==> src/rtl/product_accumulator.sv <==
// rtl/product_accumulator.sv - saturating sum of a programmed number of multiplier products
// Results are presented on a valid/ready handshake; pulses with no open accumulation are flagged.
module product_accumulator #(
  parameter int BITS       = 8,
  parameter int ACC_BITS   = 2*BITS+2,
  parameter int COUNT_BITS = 4
) (
  input  logic                  i_clock,
  input  logic                  i_reset_n,
  input  logic                  i_clear,
  input  logic [COUNT_BITS-1:0] i_terms,
  input  logic [2*BITS-1:0]     i_product,
  input  logic                  i_finished,
  output logic                  o_busy,
  output logic [ACC_BITS-1:0]   o_sum,
  output logic                  o_valid,
  input  logic                  i_ready,
  output logic                  o_overflow,
  output logic                  o_dropped
);

  localparam int PAD = ACC_BITS + 1 - 2*BITS;

  typedef enum logic [1:0] {
    IDLE  = 2'd0,
    ACCUM = 2'd1,
    DONE  = 2'd2
  } state_t;

  state_t                state, state_next;
  logic [ACC_BITS-1:0]   acc, acc_next;
  logic                  overflow, overflow_next;
  logic                  dropped, dropped_next;
  logic [COUNT_BITS-1:0] remaining, remaining_next;
  logic [ACC_BITS:0]     sum_wide;

  // One extra bit so the carry-out of the add is visible for saturation.
  assign sum_wide = {1'b0, acc} + {{PAD{1'b0}}, i_product};

  always_ff @(posedge i_clock) begin
    if (!i_reset_n) begin
      state     <= IDLE;
      acc       <= '0;
      overflow  <= 1'b0;
      dropped   <= 1'b0;
      remaining <= '0;
    end else begin
      state     <= state_next;
      acc       <= acc_next;
      overflow  <= overflow_next;
      dropped   <= dropped_next;
      remaining <= remaining_next;
    end
  end

  always_comb begin
    state_next     = state;
    acc_next       = acc;
    overflow_next  = overflow;
    dropped_next   = dropped;
    remaining_next = remaining;

    if (i_clear) begin
      acc_next       = '0;
      overflow_next  = 1'b0;
      dropped_next   = 1'b0;
      remaining_next = i_terms;
      state_next     = (i_terms != '0) ? ACCUM : DONE;
    end else begin
      case (state)
        ACCUM: begin
          if (i_finished) begin
            if (sum_wide[ACC_BITS]) begin
              acc_next      = '1;
              overflow_next = 1'b1;
            end else begin
              acc_next = sum_wide[ACC_BITS-1:0];
            end
            remaining_next = remaining - COUNT_BITS'(1);
            if (remaining == COUNT_BITS'(1)) state_next = DONE;
          end
        end
        DONE: begin
          if (i_finished) dropped_next = 1'b1;
          if (i_ready) state_next = IDLE;
        end
        default: begin
          if (i_finished) dropped_next = 1'b1;
        end
      endcase
    end
  end

  assign o_busy     = (state == ACCUM);
  assign o_valid    = (state == DONE);
  assign o_sum      = acc;
  assign o_overflow = overflow;
  assign o_dropped  = dropped;

endmodule

==> config.mk <==
export PLATFORM = sky130hd
export DESIGN_NAME = product_accumulator
export DESIGN_NICKNAME = d
export VERILOG_FILES = /design/src/rtl/product_accumulator.sv
export SDC_FILE = /design/constraint.sdc
export NUM_CORES = 1
export LEC_CHECK = 0
export CELL_PAD_IN_SITES_DETAIL_PLACEMENT = 2
export CELL_PAD_IN_SITES_GLOBAL_PLACEMENT = 2
export CORE_ASPECT_RATIO = 1.1
export CORE_MARGIN = 2
export CORE_UTILIZATION = 30
export CTS_BUF_LIST = sky130_fd_sc_hd__clkbuf_8 sky130_fd_sc_hd__clkbuf_16
export CTS_CLUSTER_SIZE = 30
export DETAILED_ROUTE_END_ITERATION = 8
export PLACE_DENSITY_LB_ADDON = 0.1
export SKIP_CTS_REPAIR_TIMING = 1
export SLEW_MARGIN = 5
export SYNTH_ARGS = -nofsm -noshare
export SYNTH_HDL_FRONTEND = slang
export SYNTH_SLANG_ARGS = --single-unit
==> constraint.sdc <==
create_clock -name i_clock -period 8.39 [get_ports i_clock]
set_input_delay 2.0975 -clock i_clock [delete_from_list [all_inputs] [get_ports i_clock]]
set_output_delay 2.0975 -clock i_clock [all_outputs]
set_load 0.1 [all_outputs]
# Word level (Yosys, flattened, before mapping)
# Index checks and enable logic that the tools add are counted.
# W data, S select, Z words.
[totals] regBits=26 latchBits=0 ramBits=0 rom_bits=0 input_bits=25 out_inout_bits=22 wordCells=35 n_memories=0
[op_classes] addsub=2 multipliers=0 n_div=0 order_cmp=0 n_eq_ne=6 shift=0 mux=10 n_bitwise=2 n_reduce_logical=10
[op_table] operator="$add A18 B16 Y19" n=1
[op_table] operator="$mux W18" n=1
[op_table] operator="$mux W4" n=3
[op_table] operator="$mux W2" n=5
[op_table] operator="$ne A3 B2 Y1 const B" n=2
[op_table] operator="$reduce_and A2 Y1" n=3
[op_table] operator="$eq A4 B1 Y1 const B" n=1
[op_table] operator="$pmux W2 S2" n=1
[op_table] operator="$reduce_and A4 Y1" n=1
[op_table] operator="$reduce_bool A2 Y1" n=2
[op_table] operator="$reduce_bool A4 Y1" n=1
[op_table] operator="$sub A4 B1 Y4 const B" n=1
[op_table] operator="$ne A3 B3 Y1 const B" n=1
[op_table] operator="$reduce_and A3 Y1" n=1
[op_table] operator="$reduce_bool A3 Y1" n=1
[op_table] operator="$eq A2 B1 Y1 const B" n=1
[op_table] operator="$eq A2 B2 Y1 const B" n=1
[op_table] operator="$not A1 Y1" n=2
[op_table] operator="$reduce_or A2 Y1" n=1

# Depth between registers and ports, before layout
[depth] ltp_word=5 ltp_mapped=10 ltp_nobuf=9

# Worst setup path before layout
# OpenSTA, ideal clock, no wires.
[synth_path] path_type="input-to-reg" startpoint="input i_product[0]" endpoint="register acc[15] (netlist: o_sum[15])" setup_ns=0.119 arrival_time_ns=3.987 t_required_ns=8.271 path_slack_ns=4.283 cell_stages=9 path_buffers=1 cell_sequence="ha_1 fa_1 a21o_1 a221oi_2 o22ai_1 a2bb2oi_2 buf_4 nand2_4 o221a_1"
[synth_via] elab_chain_len=2
[synth_lines] element="from (decl)" line="12" text="input logic [2*BITS-1:0] i_product,"
[synth_lines] element="$add A18 B16 Y19" line="38" text="assign sum_wide = {1'b0, acc} + {{PAD{1'b0}}, i_product};"
[synth_lines] element="$mux W18" line="73" text="if (sum_wide[ACC_BITS]) begin"
[synth_lines] element="to (signal assigned)" line="49" text="acc <= acc_next;"
[synth_lines] element="to (decl)" line="31" text="logic [ACC_BITS-1:0] acc, acc_next;"
# No other way between the ends.
# A chain may end at the register's enable or synchronous reset.

# Worst setup path in the final report
[layout_path] startpoint="input i_product[0]" endpoint="register acc[7] (netlist: o_sum[7])"
# The elaborated chain is that of the path after synthesis.

==> flow_summary.yaml <==
logic_synthesis:
  yosys.area_share.simple_pct: 17.8
  synth.distinct_cells: 46
  yosysTopAreaCellShare_pct: 27.8
  async_flop_share_pct: 0
  synthCells: 228
  synth-edff-count: 0
  post_synth_instance_area_um2: 1870
  ys_ff_latch: 26
  yosysMostFrequentCell: "dfxtp_1"
  synth-xor-area-share_pct: 7.95
  syn_nets: 272
  yosys_warnings: 0
  synthMuxAreaShare_pct: 1.07
  synthTopCellsByArea: "dfxtp_1 (28%), ha_1 (12%), a21oi_1 (4.3%), o21ai_0 (4.3%), nor2_1 (4.2%)"
  synth_common_cells: "dfxtp_1 (26), nor2_1 (21), ha_1 (18), a21oi_1 (16), o21ai_0 (16)"
  yosys.area_share.adder_pct: 13.1
  seq_area_frac_synth_pct: 27.8
  synth_compound_area_share_pct: 27.7
  synth_top_family_by_area: "compound AO/OA/AOI/OAI gates"
  synth_top_cell_by_area: "dfxtp_1"
  avgSynthCellArea_um2: 8.21
  synthFlopType: "dfxtp_1"
floorplanning:
  die_area_um2: 6890
  start_util_pct: 30.6
  die_h_um: 86.8
  die_x_um: 79.3
  io_pins: 47
  coreArea_um2: 6120
  num_rows: 30
critical_path:
  worstPathArrival_ns: 4.96
  critPathMaxStageDelay_ns: 0.52
  worst_path_most_repeated_cell: "o22ai_1"
  crit_path_start_kind: "primary input"
  cp_max_fo: 11
  end_kind: "flop"
  worstPathCellList: "clkdlybuf4s50_1 -> ha_1 -> fa_1 -> a21o_1 -> a221oi_2 -> o22ai_1 -> a2bb2oi_2 -> nand2_4 -> o22ai_1 -> nor2_1"
  worst_ep_required_time_ns: 8.54
  path_class: "in -> reg"
  cp_slowest_cell: "a2bb2oi_2"
pwr:
  p_seq_share_pct: 42.4
  p_int_uw: 206
  p_per_area_nw_per_um2: 127
  total_power_uw: 311
  ir_drop_mv: 0.0556
  sw_frac_of_total_pct: 33.7
  p_comb_share_pct: 30.2
  p_leak_uw: 0.000936
  clkPwrFrac_pct: 27.4
  p_switching_uw: 105
routing:
  vias_per_cell: 5.25
  drtAntennaViolNets: 0
  dr.first_iter.drc_count: 62
  routed_wl_mm: 5.65
  route.detailed.drc: 0
  via_count: 1827
  first_pass_iters: 5
  wl_per_cell_um: 16.2
flow_run:
  cap_violations: 0
timing:
  post-route-min-period_ns: 4.81
  rsz0062_at_grt: "false"
  clock-skew-final_ns: 0.00180
  fmax_ghz: 0.208
  finalCritPeriodShare_pct: 57.3
  hold_slack_ns: 0.486
  slew_headroom_pct: 33.9
  setup_viol: 0
  slew_viol_final: 0
  final-hold-violation-count: 0
  tightest_slew_ns: 0.989
  setup-tns-final_ns: 0
final_layout:
  multi_input_area_um2: 1270
  layout-drive-gt1-share_pct: 5.60
  seq_area_um2: 520
  fillers: 695
  nets: 313
  diodes: 0
  syn_to_final_growth_pct: 30.5
placement:
  place_congestion: 0.752
  io_buffers: 46
  dp_hpwl_mm: 4.35
global_routing:
  antenna_found_initial: 0
  grt_max_degree: 30
  grt_pass1_wl_mm: 9.43
  overflow: 0
  grt.total_usage_pct: 17.2
  grt_pass1_vias: 1952
clock_tree:
  clk_latency_ns: 0.27
  htree_levels: 1
  clk_path_buf_depth: 2
  cts-root-buf: "clkbuf_8"
  numCtsBuffers: 3
  cts_sinks: 26
  cts_tree: "yes"
  clkSlewWorstSetupHoldPaths_ns: 0.10
hold_path:
  min_path_type: "reg -> reg"
status:
  outcome: "finished, final reports clean"
[registers in the layout, indices dropped and copies added (netlist names)]
name / cells
o_sum: 18
remaining: 4
state: 2
o_overflow: 1
o_dropped: 1
[worst paths after layout]
check                              start                      to  slack [ns]  depth (start not counted)
setup / recovery            i_product[0]   o_sum[7]$_SDFFE_PP0P_        3.58                         10
hold / removal    o_dropped$_SDFFE_PP0P_  o_dropped$_SDFFE_PP0P_        0.49                          2
setup reg to reg   o_sum[0]$_SDFFE_PP0P_   o_sum[7]$_SDFFE_PP0P_        5.49                          9
hold reg to reg   o_dropped$_SDFFE_PP0P_  o_dropped$_SDFFE_PP0P_        0.49                          2
[power groups by stage]
stage / sequential (uW) / combinational (uW) / clock (uW)
global placement: 135 / 92.9 / 0
CTS: 132 / 95.0 / 89.9
finish: 132 / 93.9 / 85.1
global route: 133 / 102 / 96.8
floorplan: 152 / 46.8 / 0
detailed placement: 135 / 94.6 / 0
[layout by cell type (no fill, tap or decap), types with 4 or more instances in the layout]
cell / n
xnor2_1: 9
ha_1: 18
a21o_1: 5
nor2_1: 21
a31oi_1: 7
clkdlybuf4s50_1: 46
dfxtp_1: 26
xor2_1: 8
and2_1: 6
nand3_1: 5
inv_1: 9
o21ai_0: 16
nor2b_1: 7
clkbuf_8: 4
a21oi_1: 16
o22ai_1: 10
nand2_1: 14
[layout make-up]
| type | count | area share (%) |
|---|---|---|
| clock buffer | 4 | 2.25 |
| inverter | 9 | 1.38 |
| multi-input combinational | 182 | 51.8 |
| sequential | 26 | 21.3 |
| tap | 80 | 4.10 |
| timing repair buffer | 47 | 19.2 |
[logic make-up (layout without fill, tap and decap cells)]
| group | count (synthesis) | count (layout) |
|---|---|---|
| AO/OA/AOI/OAI | 77 | 77 |
| XOR/XNOR | 17 | 17 |
| adder cells (fa/ha/maj) | 19 | 19 |
| buffers and inverters | 20 | 60 |
| flip-flops | 26 | 26 |
| multiplexers | 2 | 2 |
| AND/OR/NAND/NOR | 67 | 67 |
[per-stage QoR]
step / utilization, % / setup WS, ns / cell area, um^2 / cells
finish: 39.9 / 3.58 / 2440 / 348
global route: 39.9 / 3.41 / 2440 / 348
CTS: 39.9 / 3.58 / 2440 / 348
detailed placement: 39.0 / 3.28 / 2390 / 344
global placement: 39.0 / 3.38 / 2390 / 344
floorplan: - / 4.28 / 1870 / 228
[worst max-delay path, delay by kind of cell]
kind / cells / cell delay [ns]
compound gates: 5 / 1.54
fa+ha+maj: 2 / 0.65
buf+inv: 1 / 0.41
simple gates: 2 / 0.26
[layer usage]
metal | vias up | track usage, % | wire (um)
li1 | 907 | - | -
met1 | 890 | 21.7 | 2590
met2 | 26 | 31.4 | 2900
met3 | 4 | 1.56 | 115
met4 | 0 | 4.23 | 38
met5 | - | 0 | 0
Note: power is estimated with default switching activity, not from simulation.
